--- src/rtl/dual_mode_stack_pkg.sv ---
// Shared constants and helpers for the dual-mode LIFO/FIFO buffer.
// Latency: n/a (declarations only).
// Backpressure: n/a.
package stack_pkg;

  // Values carried on the per-cycle mode select.
  localparam logic MODE_LIFO = 1'b0;
  localparam logic MODE_FIFO = 1'b1;

  // Occupancy needs one extra bit so that a completely full buffer is representable.
  function automatic int count_bits(input int address_bits);
    return address_bits + 1;
  endfunction

endpackage

--- src/rtl/dual_mode_stack_if.sv ---
// Request/status bundle between a producer/consumer and the dual-mode buffer.
// Latency: n/a (wiring only).
// Backpressure: none in-band; the buffer reports full/empty and sticky error flags instead.
interface dual_mode_stack_if #(
  parameter int DATA_BITS    = 8,
  parameter int ADDRESS_BITS = 4
) ();

  localparam int CW = stack_pkg::count_bits(ADDRESS_BITS);

  logic                 push;
  logic                 pop;
  logic                 clear;
  logic                 mode;
  logic [DATA_BITS-1:0] w_data;
  logic [DATA_BITS-1:0] r_data;
  logic                 empty;
  logic                 full;
  logic                 almost_full;
  logic [CW-1:0]        count;
  logic                 overflow;
  logic                 underflow;

  modport master (
    output push, pop, clear, mode, w_data,
    input  r_data, empty, full, almost_full, count, overflow, underflow
  );

  modport slave (
    input  push, pop, clear, mode, w_data,
    output r_data, empty, full, almost_full, count, overflow, underflow
  );

endinterface

--- src/rtl/dual_mode_stack_regfile.sv ---
// Storage array: one synchronous write port, one asynchronous read port, contents not reset.
// Latency: write visible on the read port the cycle after the write edge.
// Backpressure: none; every write strobe is accepted.
module stack_regfile #(
  parameter int DATA_BITS    = 8,
  parameter int ADDRESS_BITS = 4
) (
  input  logic                    clk,
  input  logic                    we,
  input  logic [ADDRESS_BITS-1:0] waddr,
  input  logic [DATA_BITS-1:0]    wdata,
  input  logic [ADDRESS_BITS-1:0] raddr,
  output logic [DATA_BITS-1:0]    rdata
);

  logic [DATA_BITS-1:0] mem [2**ADDRESS_BITS];

  // Write the addressed word on the rising edge when strobed.
  always_ff @(posedge clk) begin
    if (we) begin
      mem[waddr] <= wdata;
    end
  end

  assign rdata = mem[raddr];

endmodule

--- src/rtl/dual_mode_stack.sv ---
// Register-file buffer acting as LIFO or FIFO per cycle, with count, almost-full, sticky errors, flush.
// Latency: a push at edge N is visible on the outputs after edge N and poppable at edge N+1.
// Backpressure: push when full is dropped (sets overflow); pop when empty is ignored (sets underflow).
module dual_mode_stack
  import stack_pkg::*;
#(
  parameter int DATA_BITS         = 8,
  parameter int ADDRESS_BITS      = 4,
  parameter int ALMOST_FULL_LEVEL = 2**ADDRESS_BITS - 2
) (
  input logic              clk,
  input logic              reset,
  dual_mode_stack_if.slave bus
);

  localparam int                      CW       = count_bits(ADDRESS_BITS);
  localparam logic [CW-1:0]           FULL_CNT = CW'(2**ADDRESS_BITS);
  localparam logic [CW-1:0]           AF_LVL   = CW'(ALMOST_FULL_LEVEL);
  localparam logic [CW-1:0]           ONE_C    = CW'(1);
  localparam logic [ADDRESS_BITS-1:0] ONE_A    = ADDRESS_BITS'(1);

  logic [ADDRESS_BITS-1:0] head_q, head_d;
  logic [CW-1:0]           count_q, count_d;
  logic                    ovf_q, ovf_d;
  logic                    udf_q, udf_d;
  logic                    mode_q;
  logic [ADDRESS_BITS-1:0] tail, top, raddr, waddr;
  logic                    we;
  logic                    is_empty, is_full, fifo;
  logic [DATA_BITS-1:0]    rd_word;

  // Indices wrap naturally at the array size.
  assign tail     = head_q + count_q[ADDRESS_BITS-1:0];
  assign top      = tail - ONE_A;
  assign is_empty = (count_q == '0);
  assign is_full  = (count_q == FULL_CNT);
  assign fifo     = (bus.mode == MODE_FIFO);

  // Next-state: flush wins, then push+pop on a non-empty buffer, then single push or pop.
  always_comb begin
    head_d  = head_q;
    count_d = count_q;
    ovf_d   = ovf_q;
    udf_d   = udf_q;
    we      = 1'b0;
    waddr   = tail;
    if (bus.clear) begin
      head_d  = '0;
      count_d = '0;
      ovf_d   = 1'b0;
      udf_d   = 1'b0;
    end else if (bus.push && bus.pop && !is_empty) begin
      // Occupancy is unchanged: LIFO replaces the top, FIFO writes the tail as the head leaves.
      we = 1'b1;
      if (fifo) begin
        waddr  = tail;
        head_d = head_q + ONE_A;
      end else begin
        waddr = top;
      end
    end else if (bus.push) begin
      // Also covers push+pop on an empty buffer, which behaves as a plain push.
      if (is_full) begin
        ovf_d = 1'b1;
      end else begin
        we      = 1'b1;
        count_d = count_q + ONE_C;
      end
    end else if (bus.pop) begin
      if (is_empty) begin
        udf_d = 1'b1;
      end else begin
        count_d = count_q - ONE_C;
        if (fifo) begin
          head_d = head_q + ONE_A;
        end
      end
    end
  end

  // Pointer, occupancy, error and view registers.
  always_ff @(posedge clk or posedge reset) begin
    if (reset) begin
      head_q  <= '0;
      count_q <= '0;
      ovf_q   <= 1'b0;
      udf_q   <= 1'b0;
      mode_q  <= MODE_LIFO;
    end else begin
      head_q  <= head_d;
      count_q <= count_d;
      ovf_q   <= ovf_d;
      udf_q   <= udf_d;
      mode_q  <= bus.mode;
    end
  end

  stack_regfile #(
    .DATA_BITS   (DATA_BITS),
    .ADDRESS_BITS(ADDRESS_BITS)
  ) u_regfile (
    .clk  (clk),
    .we   (we),
    .waddr(waddr),
    .wdata(bus.w_data),
    .raddr(raddr),
    .rdata(rd_word)
  );

  // The output view follows the mode seen at the last edge so r_data has no path from inputs.
  assign raddr           = (mode_q == MODE_FIFO) ? head_q : top;
  assign bus.r_data      = is_empty ? '0 : rd_word;
  assign bus.empty       = is_empty;
  assign bus.full        = is_full;
  assign bus.almost_full = (count_q >= AF_LVL);
  assign bus.count       = count_q;
  assign bus.overflow    = ovf_q;
  assign bus.underflow   = udf_q;

endmodule

--- src/flat_wrapper.sv ---
// flat-port wrapper written by rule: the top's interface ports become plain ports
module dual_mode_stack_flat import stack_pkg::*;
#(
  parameter int DATA_BITS         = 8,
  parameter int ADDRESS_BITS      = 4,
  parameter int ALMOST_FULL_LEVEL = 2**ADDRESS_BITS - 2
)
  (clk, reset, bus_push, bus_pop, bus_clear, bus_mode, bus_w_data, bus_r_data, bus_empty, bus_full, bus_almost_full, bus_count, bus_overflow, bus_underflow);
  dual_mode_stack_if #(.DATA_BITS(DATA_BITS), .ADDRESS_BITS(ADDRESS_BITS)) bus_i ();
  input logic clk;
  input logic reset;
  input wire logic [$bits(bus_i.push)-1:0] bus_push;
  input wire logic [$bits(bus_i.pop)-1:0] bus_pop;
  input wire logic [$bits(bus_i.clear)-1:0] bus_clear;
  input wire logic [$bits(bus_i.mode)-1:0] bus_mode;
  input wire logic [$bits(bus_i.w_data)-1:0] bus_w_data;
  output wire logic [$bits(bus_i.r_data)-1:0] bus_r_data;
  output wire logic [$bits(bus_i.empty)-1:0] bus_empty;
  output wire logic [$bits(bus_i.full)-1:0] bus_full;
  output wire logic [$bits(bus_i.almost_full)-1:0] bus_almost_full;
  output wire logic [$bits(bus_i.count)-1:0] bus_count;
  output wire logic [$bits(bus_i.overflow)-1:0] bus_overflow;
  output wire logic [$bits(bus_i.underflow)-1:0] bus_underflow;
  assign bus_i.push = bus_push;
  assign bus_i.pop = bus_pop;
  assign bus_i.clear = bus_clear;
  assign bus_i.mode = bus_mode;
  assign bus_i.w_data = bus_w_data;
  assign bus_r_data = bus_i.r_data;
  assign bus_empty = bus_i.empty;
  assign bus_full = bus_i.full;
  assign bus_almost_full = bus_i.almost_full;
  assign bus_count = bus_i.count;
  assign bus_overflow = bus_i.overflow;
  assign bus_underflow = bus_i.underflow;
  dual_mode_stack #(.DATA_BITS(DATA_BITS), .ADDRESS_BITS(ADDRESS_BITS), .ALMOST_FULL_LEVEL(ALMOST_FULL_LEVEL)) u_core (.clk(clk), .reset(reset), .bus(bus_i));
endmodule
--- config.mk ---
export PLATFORM = sky130hd
export DESIGN_NAME = dual_mode_stack_flat
export DESIGN_NICKNAME = d
export VERILOG_FILES = /design/src/rtl/dual_mode_stack_pkg.sv /design/src/rtl/dual_mode_stack_if.sv /design/src/rtl/dual_mode_stack_regfile.sv /design/src/rtl/dual_mode_stack.sv /design/src/flat_wrapper.sv
export SDC_FILE = /design/constraint.sdc
export NUM_CORES = 1
export LEC_CHECK = 0
export BUFFER_PORTS_ARGS = -buffer_cell sky130_fd_sc_hd__buf_2
export CAP_MARGIN = 15
export CORE_ASPECT_RATIO = 0.5
export CORE_MARGIN = 1
export CORE_UTILIZATION = 55
export DETAILED_ROUTE_END_ITERATION = 7
export PLACE_DENSITY_LB_ADDON = 0.05
export SLEW_MARGIN = 20
export SYNTH_ARGS = -nofsm -noshare
export SYNTH_HDL_FRONTEND = slang
export SYNTH_SLANG_ARGS = --single-unit
--- constraint.sdc ---
create_clock -name clk -period 3.5 [get_ports clk]
set_input_delay 0.175 -clock clk [delete_from_list [all_inputs] [get_ports clk]]
set_output_delay 0.175 -clock clk [all_outputs]
set_load 0.05 [all_outputs]
Yosys cells after proc, flatten, opt, wreduce, memory -nomap -nowiden --
Memories as Yosys holds them, arrays and structs flattened. Cells that the tools add are included.
Word-level totals: register bits 12, memory bits (writable) 128, input bits 14, output and inout port bits 18, word-level logic and storage cells 65, memories kept 1
Memories:
- u_core.u_regfile.mem | depth 16, bits a word 8, read ports 1, clocked after memory_dff 0, wr ports 1, line dual_mode_stack_regfile.sv:16 | logic [DATA_BITS-1:0] mem [2**ADDRESS_BITS];
Operators by class: add/sub/neg operators 5, order comparisons 1, equality and inequality tests 7, mux-type cells 32, reductions and logical operators 14
Operators with widths (number):
- two-way mux 4 bit | 10
- two-way mux 5 bit | 6
- two-way mux 1 bit | 15
- != test 3 bit (second input constant) | 3
- two-way mux 8 bit | 1
- AND reduction 4 bit | 2
- nonzero test 2 bit | 4
- AND reduction 3 bit | 2
- nonzero test 3 bit | 2
- adder 5 x 1 -> 5 bit (second input constant) | 1
- equality test 5 bit (second input constant) | 1
- greater-or-equal comparator 5 x 4 -> 1 bit (second input constant) | 1
- logical NOT 5 bit | 1
- subtractor 5 x 1 -> 5 bit (second input constant) | 1
- adder 4 x 1 -> 4 bit (second input constant) | 1
- adder 4 bit | 1
- subtractor 4 x 1 -> 4 bit (second input constant) | 1
- != test 3 x 1 -> 1 bit (second input constant) | 1
- logical AND 1 bit | 2
- != test 2 x 1 -> 1 bit (second input constant) | 1
- != test 2 bit (second input constant) | 1
- logical NOT 1 bit | 1

Depth between registers and ports, before layout --
word-level depth 7, mapped depth 12

By module --
From an unflattened synthesis, not the netlist that was laid out.
Second synthesis, totals: cell total of the unflattened synthesis 336, area, all modules 6012.0 µm²
Modules (own cells, without submodules):
- stack_regfile | instances 1, cells each 221, area each 4987.3 µm², seq. area each 3843.7 µm²
- dual_mode_stack | instances 1, cells each 115, area each 1024.7 µm², seq. area each 300.3 µm²

Worst setup path before layout --
OpenSTA, ideal clock, no wires.
path kind register to output, from register u_core.count_q[0], in the netlist u_core.bus.count[0], to output port bus_r_data[2], arrival time 4.161 ns, required time 3.325 ns, setup slack -0.836 ns, cell stages (with the launch flop) 13, buffers on the path 2, cells stage by stage dfrtp_1 ha_1 fa_1 inv_1 ha_1 inv_1 mux2_2 buf_2 buf_2 mux2i_1 mux2i_1 mux2i_1 a211oi_1
Between the ends: word-level cells in the longest chain between the ends 5, elaborated cells between the ends (all ways) 6, classes of those cells add/sub (2); mux (2); reduce/logical (1); memory (1)
RTL lines:
- from (decl) | line dual_mode_stack.sv:23 | logic [CW-1:0] count_q, count_d;
- from (signal assigned) | line dual_mode_stack.sv:91 | count_q <= count_d;
- adder 4 bit | line dual_mode_stack.sv:33 | assign tail = head_q + count_q[ADDRESS_BITS-1:0];
- subtractor 4 x 1 -> 4 bit | line dual_mode_stack.sv:34 | assign top = tail - ONE_A;
- two-way mux 4 bit | line dual_mode_stack.sv:111 | assign raddr = (mode_q == MODE_FIFO) ? head_q : top;
- memory (16 x 8 bit)
- two-way mux 8 bit * | line dual_mode_stack.sv:112 | assign bus.r_data = is_empty ? '0 : rd_word;
- to (decl) | line flat_wrapper.sv:17 | output wire logic [$bits(bus_i.r_data)-1:0] bus_r_data;
Every way passes the cells marked *; elsewhere a longest branch is shown, timed or not.

Worst setup path after layout --
from register u_core.count_q[0], in the netlist u_core.bus.count[0], to output port bus_r_data[6]
The elaborated chain is that of the path after synthesis.

==> out/results.tsv <==
stage	metric	value	unit
run_status	outcome	finished, violations left	
run_status	failing checks	negative setup slack	
cells_and_area	Nets	466	
synthesis	largest family of logic cells by synthesized area	multiplexers	
synthesis	Post-Synth Simple-Gate Area	0.0470	
critical_path	cells on worst reg2reg path	8	
route	vias	3601	
clocking	CTS tree	built	
route	DRC	0	
grt	met2 usage in global routing	0.377	
critical_path	reg2reg start	u_core.bus.count[0]$_DFFE_PP0P_	
floorplan	Row Count	26	
grt	met3 usage	0.0737	
grt	met1 global-route usage	0.397	
clocking	htree depth	4	
critical_path	CP Capture Type	output pin	
placement	Final Wtd Congestion	0.825	
grt	Global Route Usage Sum	0.267	
clocking	CTS buffer count	17	
placement	hpwl dp	9070	um
critical_path	CP max FO	12	
synthesis	syn_nets	378	
timing	clk_skew	0.00773	ns
synthesis	Synth area leader	edfxtp_1	
synthesis	Synth warnings	0	
synthesis	ys flop type	edfxtp_1	
grt	global-route wire length before repair	21200	um
cells_and_area	FF/Latch Area	4150	um2
timing	RSZ-0062 raised after global routing	true	
synthesis	Synth top cells by count	edfxtp_1 (128), mux2i_1 (36), nor2_1 (29), mux4_2 (24)	
timing	setup ws final	-0.239	ns
route	routed wire length	13900	um
synthesis	sequential fraction of the synthesis area	0.682	
route	WL/cell	23.3	um
route	Avg Vias per Cell	6.05	
critical_path	Critical Path AT	3.56	ns
cells_and_area	final instance area	7770	um2
critical_path	Crit Path Category	reg2out	
route	antenna-violating nets left	0	
timing	hold violation count in the final report	0	
timing	final critical-path required period	3.74	ns
cells_and_area	ant diodes	0	
grt	pin count of the biggest net entering global routing	21	
clocking	CTS max path bufs	2	
timing	final setup fails	8	
floorplan	DIE WIDTH	151	um
clocking	clk_lat worst skew	0.42	ns
synthesis	Synth Area in Compound Gates	0.0470	
synthesis	area fraction of the dominant cell type after synthesis	0.633	
timing	relative slew slack	0.564	
critical_path	Crit. Startpoint	u_core.bus.count[0]$_DFFE_PP0P_	
synthesis	post-synthesis mux area share	0.155	
synthesis	asr flop ratio synth	0.0857	
synthesis	Post-synth EDFFs	128	
timing	post-route clock period utilization	1.07	
floorplan	core area	10500	um2
critical_path	CP Launch Type	flip-flop	
grt	initial antenna violation count	0	
placement	I/O Buffers	31	
cells_and_area	Layout area overhead	27.9	%
cells_and_area	share of layout cells above drive strength 1	0.389	
timing	pins over their slew limit	0	
critical_path	WP data required	3.32	ns
floorplan	chip height	76.3	um
synthesis	most common cell in the netlist	edfxtp_1	
critical_path	R2R Setup Slk	0.61	ns
cells_and_area	Multi-input gate area	2160	um2
synthesis	area share of fa/ha/maj cells after synthesis	0.0231	
synthesis	synth top area cells	edfxtp_1 (63%), mux4_2 (8.9%), mux2i_1 (5.9%)	
grt	vias in the first global route	3653	
timing	Tightest Pin Transition	0.636	ns
critical_path	reg2reg end	u_core.u_regfile.mem[4][6]$_DFFE_PP_	
floorplan	Starting Density	0.580	
synthesis	post-synthesis area per instance	17.2	um2
route	1st-iter DRT viols	427	
synthesis	#FFs+latches synth	140	
synthesis	Mapped Cells	354	
cells_and_area	fill cell count	623	
timing	Fmax achieved	267	MHz
floorplan	DIE AREA	11500	um2
clocking	clk root buf	clkbuf_16	
clocking	clk sinks	140	
synthesis	Netlist cell types	41	
hold_path	Hold WC Path Type	in2reg	
grt	GRT overflow	0	
critical_path	Worst Setup EP	bus_r_data[6]	
clocking	register clock-pin slew on the reported worst setup and hold paths	0.06	ns
grt	Top Usage Layer GRT	met1	
route	drt pass-1 iters	5	
job	max_cap viols	0	
floorplan	num ports	32	
synthesis	XOR/XNOR Fraction of Synth Area	0.0262	
synthesis	Post-Synthesis Cell Area	6070	um2
placement	dpl cell area	6810	um2
hold_path	hold path cells	2	
layout make-up:
cell class,instances,area share
tap,140,0.0226
multi-input combinational,187,0.278
sequential,140,0.534
timing repair buffer,82,0.0849
clock buffer,17,0.0548
clock inverter,15,0.0193
inverter,14,0.00677
how the worst min path moves through the flow:
stage / from / to / slack [ns]
floorplan: reset / u_core.bus.count[1]$_DFFE_PP0P_ / 0.04
global placement: reset / u_core.head_q[1]$_DFFE_PP0P_ / 0.21
detailed placement: reset / u_core.bus.count[2]$_DFFE_PP0P_ / 0.23
CTS: bus_clear / u_core.bus.count[0]$_DFFE_PP0P_ / 0.08
global route: bus_clear / u_core.head_q[1]$_DFFE_PP0P_ / 0.1
finish: bus_clear / u_core.bus.count[0]$_DFFE_PP0P_ / 0.09
placed cells by master, fill, tap and decap left out, drive strengths merged, types with 9 or more instances in the layout:
master	count
a211oi	9
xnor2	10
dfrtp	12
clkbuf	17
inv	24
nor2	29
edfxtp	128
nor2b	10
buf	80
mux4	24
mux2i	37
cells by family (layout without fill, tap and decap cells):
| kind of cell | Yosys count | count (layout) |
|---|---|---|
| AO/OA/AOI/OAI | 39 | 39 |
| XOR/XNOR | 15 | 15 |
| adder cells (fa/ha/maj) | 10 | 10 |
| buffers and inverters | 27 | 128 |
| flip-flops | 140 | 140 |
| multiplexers | 63 | 63 |
| AND/OR/NAND/NOR | 60 | 60 |
registers in the layout (all words and copies together) (netlist names):
signal                cells
u_core.bus.overflow       1
u_core.u_regfile.mem    128
u_core.mode_q             1
u_core.bus.count          5
u_core.head_q             4
u_core.bus.underflow      1
worst max-delay path, stage by stage, from the launching register on:
cell and delay [ns]:
dfrtp_2 0.42, ha_4 0.17, fa_2 0.56, inv_2 0.06
ha_4 0.26, inv_2 0.03, mux2_4 0.32, buf_6 0.16
buf_12 0.15, mux4_2 0.49, mux2i_4 0.24, a211oi_4 0.10
buf_6 0.18
routing by layer:
layer	vias up	wire, um
li1	1575	-
met1	1846	6230
met2	157	6350
met3	21	1040
met4	2	195
met5	-	45
stage by stage:
| step | util | cells | hold slack, ns | TNS, ns | worst slack [ns] |
|---|---|---|---|---|---|
| 2_1_floorplan | - | 354 | 0.0396 | 0 | 0.0152 |
| 3_3_place_gp | 0.650 | 548 | 0.213 | -0.0357 | -0.0357 |
| 4_1_cts | 0.735 | 591 | 0.0831 | -1.64 | -0.263 |
| 3_5_place_dp | 0.650 | 548 | 0.227 | -0.172 | -0.0719 |
| 6_report | 0.742 | 595 | 0.0879 | -1.24 | -0.239 |
| 5_1_grt | 0.742 | 595 | 0.0956 | -1.91 | -0.308 |
timing repair:
| item | 4_1_cts | 5_1_grt |
|---|---|---|
| buffers inserted | 7 | 6 |
| cloned | 2 | 0 |
| hold buffers | 2 | 0 |
| pin swaps | 12 | 11 |
| resized for setup | 35 | 13 |
| endpoints found under the setup margin | 8 | 8 |
| hold endpoints to repair | 13 | 0 |
Power is left out: the tool's default activity adds up to more than one toggle a clock period on the data nets, which glitch-free logic cannot reach.
